### config.mk
export PLATFORM = sky130hd
export DESIGN_NAME = memoria_datos_espera
export DESIGN_NICKNAME = d
export VERILOG_FILES = /design/src/rtl/memoria_pkg.sv /design/src/rtl/memoria_lanes.sv /design/src/rtl/memoria_datos_espera.sv
export SDC_FILE = /design/constraint.sdc
export NUM_CORES = 2
export LEC_CHECK = 0
export CORE_MARGIN = 3
export CORE_UTILIZATION = 57
export DETAILED_ROUTE_END_ITERATION = 7
export PLACE_DENSITY = 0.73
export SYNTH_ARGS = -nofsm -noshare
export SYNTH_HDL_FRONTEND = slang
export SYNTH_SLANG_ARGS = --single-unit
### constraint.sdc
create_clock -name clk -period 6.2 [get_ports clk]
set_clock_uncertainty 0.15 [all_clocks]
set_input_delay 1.24 -clock clk [delete_from_list [all_inputs] [get_ports clk]]
set_output_delay 1.24 -clock clk [all_outputs]
set_load 0.01 [all_outputs]
### src/rtl/memoria_pkg.sv
// memoria_pkg: shared definitions for the wait-state data memory.
// Contents: Tam size encodings, FSM state type, word-size helper.
package memoria_pkg;

    localparam logic [1:0] TAM_BYTE = 2'b00;
    localparam logic [1:0] TAM_HALF = 2'b01;
    localparam logic [1:0] TAM_WORD = 2'b10;

    typedef enum logic [1:0] {
        IDLE   = 2'b00,
        ESPERA = 2'b01,
        FIN    = 2'b10
    } estado_t;

    // The reserved encoding 2'b11 behaves as a word access.
    function automatic logic es_palabra(input logic [1:0] tam);
        return tam[1];
    endfunction

endpackage

### src/rtl/memoria_lanes.sv
// memoria_lanes: byte-enable generation, write-lane placement, read align/extend.
// Ports:
//   tam   in  2       access size (TAM_BYTE / TAM_HALF / word)
//   off   in  2       byte offset within the word (already aligned by the caller)
//   sext  in  1       1 = sign-extend sub-word reads
//   din   in  DATA_W  right-aligned write data
//   rword in  DATA_W  full word read from the array
//   be    out DATA_W/8 byte enables for the write
//   wdata out DATA_W  write data placed on its lanes
//   rdata out DATA_W  read data right-aligned and extended
module memoria_lanes
    import memoria_pkg::*;
#(
    parameter int DATA_W = 32
) (
    input  logic [1:0]          tam,
    input  logic [1:0]          off,
    input  logic                sext,
    input  logic [DATA_W-1:0]   din,
    input  logic [DATA_W-1:0]   rword,
    output logic [DATA_W/8-1:0] be,
    output logic [DATA_W-1:0]   wdata,
    output logic [DATA_W-1:0]   rdata
);

    localparam int NB = DATA_W / 8;

    logic [4:0]  bsh;
    logic [4:0]  hsh;
    logic [7:0]  rb;
    logic [15:0] rh;

    always_comb begin
        bsh   = {off, 3'b000};
        hsh   = {off[1], 4'b0000};
        rb    = 8'(rword >> bsh);
        rh    = 16'(rword >> hsh);
        be    = es_palabra(tam) ? {NB{1'b1}} :
                tam == TAM_HALF ? NB'(3) << {off[1], 1'b0} : NB'(1) << off;
        wdata = es_palabra(tam) ? din : tam == TAM_HALF ? din << hsh : din << bsh;
        rdata = es_palabra(tam) ? rword :
                tam == TAM_HALF ? {{(DATA_W-16){sext & rh[15]}}, rh} :
                                  {{(DATA_W-8){sext & rb[7]}}, rb};
    end

endmodule

### src/rtl/memoria_datos_espera.sv
// memoria_datos_espera: data memory with byte/half/word access and programmable wait states.
// Ports:
//   clk      in  1       rising-edge clock
//   reset    in  1       asynchronous active-high reset
//   EscrMem  in  1       write request (sampled in IDLE, wins over LeerMem)
//   LeerMem  in  1       read request (sampled in IDLE)
//   Direc    in  ADDR_W  byte address
//   Datain   in  DATA_W  right-aligned write data
//   Tam      in  2       access size: byte / half / word (11 = word)
//   SignoExt in  1       sign-extend sub-word reads
//   Dataout  out DATA_W  registered read data, valid with Listo, held until next read
//   Listo    out 1       one-cycle completion pulse
//   Ocupado  out 1       busy from accept through Listo
//   ErrAlin  out 1       misalignment pulse with Listo
// Configuration: define MEM_ALIN_EN to flag and suppress misaligned accesses;
// otherwise low address bits are forced to alignment and ErrAlin is 0.
module memoria_datos_espera
    import memoria_pkg::*;
#(
    parameter int DATA_W   = 32,
    parameter int ADDR_W   = 8,
    parameter int WAIT_CYC = 2
) (
    input  logic              clk,
    input  logic              reset,
    input  logic              EscrMem,
    input  logic              LeerMem,
    input  logic [ADDR_W-1:0] Direc,
    input  logic [DATA_W-1:0] Datain,
    input  logic [1:0]        Tam,
    input  logic              SignoExt,
    output logic [DATA_W-1:0] Dataout,
    output logic              Listo,
    output logic              Ocupado,
    output logic              ErrAlin
);

    localparam int NB    = DATA_W / 8;
    localparam int DEPTH = 2 ** (ADDR_W - 2);

    logic [DATA_W-1:0] mem [DEPTH];

    estado_t           state_q, state_d;
    logic [3:0]        cnt_q, cnt_d;
    logic [ADDR_W-1:0] dir_q, dir_d;
    logic [DATA_W-1:0] din_q, din_d;
    logic [DATA_W-1:0] dout_q, dout_d;
    logic [1:0]        tam_q, tam_d;
    logic              sext_q, sext_d;
    logic              wr_q, wr_d;

    logic              idle, accept, acc_wr, acc_sext, mis;
    logic [ADDR_W-1:0] acc_dir, dir_al;
    logic [DATA_W-1:0] acc_din, rword, wdata, rdata;
    logic [1:0]        acc_tam;
    logic [NB-1:0]     be;

    // In IDLE the live inputs describe the access; afterwards the latched copy does.
    // This lets a zero-wait access load Dataout on the same edge that accepts it.
    always_comb begin
        idle     = state_q == IDLE;
        accept   = idle && (EscrMem || LeerMem);
        acc_wr   = idle ? EscrMem  : wr_q;
        acc_dir  = idle ? Direc    : dir_q;
        acc_din  = idle ? Datain   : din_q;
        acc_tam  = idle ? Tam      : tam_q;
        acc_sext = idle ? SignoExt : sext_q;
        dir_d    = accept ? Direc    : dir_q;
        din_d    = accept ? Datain   : din_q;
        tam_d    = accept ? Tam      : tam_q;
        sext_d   = accept ? SignoExt : sext_q;
        wr_d     = accept ? EscrMem  : wr_q;
    end

`ifdef MEM_ALIN_EN
    always_comb begin
        mis     = (acc_tam == TAM_HALF && acc_dir[0]) ||
                  (es_palabra(acc_tam) && acc_dir[1:0] != 2'b00);
        dir_al  = acc_dir;
        ErrAlin = Listo && mis;
    end
`else
    always_comb begin
        mis     = 1'b0;
        dir_al  = es_palabra(acc_tam) ? {acc_dir[ADDR_W-1:2], 2'b00} :
                  acc_tam == TAM_HALF ? {acc_dir[ADDR_W-1:1], 1'b0} : acc_dir;
        ErrAlin = 1'b0;
    end
`endif

    assign rword = mem[dir_al[ADDR_W-1:2]];

    memoria_lanes #(.DATA_W(DATA_W)) u_lanes (
        .tam   (acc_tam),
        .off   (dir_al[1:0]),
        .sext  (acc_sext),
        .din   (acc_din),
        .rword (rword),
        .be    (be),
        .wdata (wdata),
        .rdata (rdata)
    );

    always_ff @(posedge clk or posedge reset) begin
        if (reset) begin
            state_q <= IDLE;
            cnt_q   <= '0;
            dir_q   <= '0;
            din_q   <= '0;
            dout_q  <= '0;
            tam_q   <= '0;
            sext_q  <= 1'b0;
            wr_q    <= 1'b0;
        end else begin
            state_q <= state_d;
            cnt_q   <= cnt_d;
            dir_q   <= dir_d;
            din_q   <= din_d;
            dout_q  <= dout_d;
            tam_q   <= tam_d;
            sext_q  <= sext_d;
            wr_q    <= wr_d;
        end
    end

    always_comb begin
        state_d = state_q;
        cnt_d   = cnt_q;
        case (state_q)
            IDLE: if (accept) begin
                state_d = WAIT_CYC == 0 ? FIN : ESPERA;
                cnt_d   = 4'(WAIT_CYC);
            end
            ESPERA: begin
                cnt_d   = cnt_q - 4'd1;
                state_d = cnt_q <= 4'd1 ? FIN : ESPERA;
            end
            default: state_d = IDLE;
        endcase
        // Dataout is loaded on the edge entering FIN so it is valid alongside Listo.
        dout_d = (state_d == FIN && state_q != FIN && !acc_wr && !mis) ? rdata : dout_q;
    end

    always_comb begin
        Listo   = state_q == FIN;
        Ocupado = !idle;
        Dataout = dout_q;
    end

    // An asynchronous reset drops state_q out of FIN immediately, so an aborted write never commits.
    always_ff @(posedge clk) begin
        if (state_q == FIN && wr_q && !mis)
            for (int i = 0; i < NB; i++)
                if (be[i]) mem[dir_al[ADDR_W-1:2]][8*i +: 8] <= wdata[8*i +: 8];
    end

endmodule

==> results.md <==
- CTS Hold Buffers Added: 0
- Async S/R FF share, synth: 3.85%
- CP Cell Sequence: nor2_4 -> inv_2 -> mux2i_1 -> a2111oi_0 -> a22oi_1 -> o311ai_1 -> buf_4 -> o21ai_0 -> nand3_1 -> nor2_1 -> a21oi_1
- Critical Path RT: slightly below 7 ns
- Max-slew violations: 6
- Largest net degree at the start of global routing: 65
- Gate power share: 36.5%
- DRT antenna net count: 0
- EDFF count, synth: around 2,000
- Synth Instances: between 4,000 and 5,000
- Max Fanout on Critical Path: 22
- TritonCTS clock tree: done
- LEAKAGE: between 30 and 40 nW
- Flip-flop and latch area: 63,600 um2
- Port bufs: 80
- Min-Delay Path Class: flop to flop
- Pwr dens: roughly 540 nW/um2
- Most frequent cells in the layout: edfxtp_1 (2,048), buf_4 (462), a22oi_1 (444)
- Worst Setup Path Type: flop to flop
- NetSw: 19.6 mW
- Die height: between 300 and 400 um
- Gpl congestion: between 0.9 and 1
- Finished Core Util: approximately 67%
- YS warnings: 0
- Clk pwr share: between 20% and 30%
- CP arrival: ~5.7 ns
- Syn_nets: 4,991
- Clk Latency, worst-skew pair: 0.85 ns
- Post-route setup TNS: 0 ns
- Initial core utilization: 57.7%
- Commonest non-fill, non-tap cell in the layout: edfxtp_1
- Dominant synthesized flop cell: edfxtp_1
- Period minus WS final: 5.10 ns
- # setup viols final: 0
- Post-Place Cells: 7,041
- Failing checks: capacitance limit, slew limit
- Clock buffer depth: 3
- RSZ-0062 raised after global routing: no
- Routed WL: 253,000 um
- Crit path max-delay family: multiplexers
- Via density: between 7 and 8
- Row count: 137
- CP Buf/Inv Count: 2
- Fmax: 0.196 GHz
- Share of layout cells above drive strength 1: 16.4%
- Startpoint Class: flop
- Die width: 383 um
- Routed length per placed instance: ~34 um
- Multi-input logic area: 16,600 um2
- Hpwl dp: roughly 160,000 um
- Clock root cell: clkbuf_16
- Nets: 5,417
- Final hold violation count: 0
- Yosys reg bits: 2,130
- Filler cells: 9,095
- Met2 wire len: 114,000 um
- Sequential Power Share: about two fifths
- Yosys cell types: 84
- Post-Route M1 WL: 88,900 um
- Vias in the first global route: 50,223
- Setup Fix Bufs, Post-CTS: 0
- Seq/Total Area, Yosys: 78.4%
- Gr ovfl total: 0
- Gr usage total: 34.3%
- CORE AREA: approximately 140,000 um2
- Uppermost layer routed: met5
- Metal3 WL: 37,800 um
- CP endpoint kind: flop
- Run status: complete, but fails checks
- Actual slew at the worst max-slew pin: 1.53 ns
- Total CTS buffers: 200
- Synth top area cells: edfxtp_1 (76%), a22oi_1 (4.1%), dfrtp_1 (2.5%)
- Initial antenna violation count: 18
- H-tree levels: 4
- I/O pin total: 82
- Internal power: 31.6 mW
- Die area: 147,000 um2
- Mean Syn Cell Area: between 15 and 20 um2
- Clock slew at reported path FFs: 0.06 ns
- Area Growth Syn to Fin: 16.1%
- Maxcap violations: 1
- Slew HR: -4.94%
- Post-cts resize count: 0
- Tot Pwr: approximately 51 mW
- Switching Share: 38.3%
- Yosys top cell area share: approximately three quarters
- Worst vdd ir: 0.000671 V
- Final hold slack: 0.323 ns
- DRC: 0
- Total number of vias: roughly 53,000
- Drt pass-1 iters: 6
- Synthesized area: between 80,000 and 90,000 um2
- First-pass GRT wire length: about 360,000 um
- Max stage delay cell, worst path: mux2i_1
- Synth area leader: edfxtp_1
- DRT iter0 DRCs: 9,574
- Max incr delay on CP: ~1.3 ns
- Non-Filler Instances: 7,415
- Clk sink count: 2,130
- Final period utilization: ~80%
[power by group through the flow]
stage                     clock (mW)  combinational (mW)  sequential (mW)
after floorplan                    0                8.60             21.2
after global placement             0                17.6             20.7
after detailed placement           0                17.9             20.8
after CTS                       12.1                18.0             20.5
after global routing            12.6                19.2             20.5
final                           12.0                18.7             20.5
[metal layers]
metal / GRT usage (%) / up-vias
li1: - / 21147
met1: 47.8 / 26297
met2: 51.1 / 4648
met3: 9.04 / 718
met4: 15.7 / 18
met5: 0 / -
[kinds of logic (layout without fill, tap and decap cells)]
group | Yosys count | count (layout) | synth area share (%)
simple gates | 896 | 896 | 5.03
other cells | 1 | 4 | 0.00463
xor+xnor | 2 | 2 | 0.0216
fa+ha+maj | 2 | 2 | 0.0309
buf+inv | 373 | 967 | 1.95
compound gates | 1397 | 1397 | 12.7
mux | 141 | 141 | 1.80
flops | 2130 | 2130 | 78.4
[through the flow]
stage / area, um2 / worst slack, ns
final: 94100 / 1.10
after global routing: 94000 / 1.13
after CTS: 94000 / 1.32
after detailed placement: 87600 / 0.429
after global placement: 87600 / 0.495
after floorplan: 81000 / 0.687
[layout make-up]
class / count / share of cell area (%)
Sequential cell: 2130 / 67.6
Timing Repair Buffer: 585 / 5.44
Multi-Input combinational cell: 2439 / 17.6
Inverter: 12 / 0.0492
Clock inverter: 127 / 1.25
Antenna cell: 3 / 0.00798
Tap cell: 1876 / 2.50
Clock buffer: 243 / 5.56
[tightest hold or removal path, stage by stage, from the launching register on]
cell and delay, ns:
dfrtp_1 0.34, nand2_1 0.05, nand2_1 0.05
[state kept, by name, summed over array words and instances, names as in the netlist]
register,count
sext_q,1
tam_q,2
din_q,32
Dataout,32
mem,2048
dir_q,8
wr_q,1
cnt_q,4
state_q,2
[synthesized netlist by cell type (8+ instances only)]
library cell / count
edfxtp_1: 2048
a22oi_1: 447
nand2_1: 328
nor3_1: 210
nor2_1: 196
a221oi_1: 169
a31oi_1: 166
clkbuf_1: 164
a22o_1: 158
buf_2: 127
mux2i_1: 116
a21oi_1: 104
o21ai_0: 88
o22ai_1: 84
dfrtp_1: 82
buf_1: 66
o221ai_1: 38
nand4_1: 34
nand3_1: 29
nor4_1: 23
mux2_2: 22
o211ai_1: 19
a222oi_1: 18
a2111oi_0: 13
inv_1: 11
nand2b_1: 11
a211oi_1: 9
and2_1: 9
or4_1: 9
nor2b_1: 8
[final timing paths]
path | slack (ns) | depth (start not counted) | to | startpoint
worst max-delay path | 1.10 | 11 | Dataout[29]$_DFFE_PP0P_ | state_q[1]$_DFF_PP0_
worst min-delay path | 0.32 | 2 | din_q[3]$_DFFE_PP0P_ | din_q[3]$_DFFE_PP0P_
worst max register to register | 1.10 | 11 | Dataout[29]$_DFFE_PP0P_ | state_q[1]$_DFF_PP0_
worst min register to register | 0.32 | 2 | din_q[3]$_DFFE_PP0P_ | din_q[3]$_DFFE_PP0P_
max in group asynchronous | 4.14 | 3 | Dataout[11]$_DFFE_PP0P_ | reset
min in group asynchronous | 0.56 | 2 | din_q[17]$_DFFE_PP0P_ | reset
No activity file was read; power rests on OpenSTA's default activity.
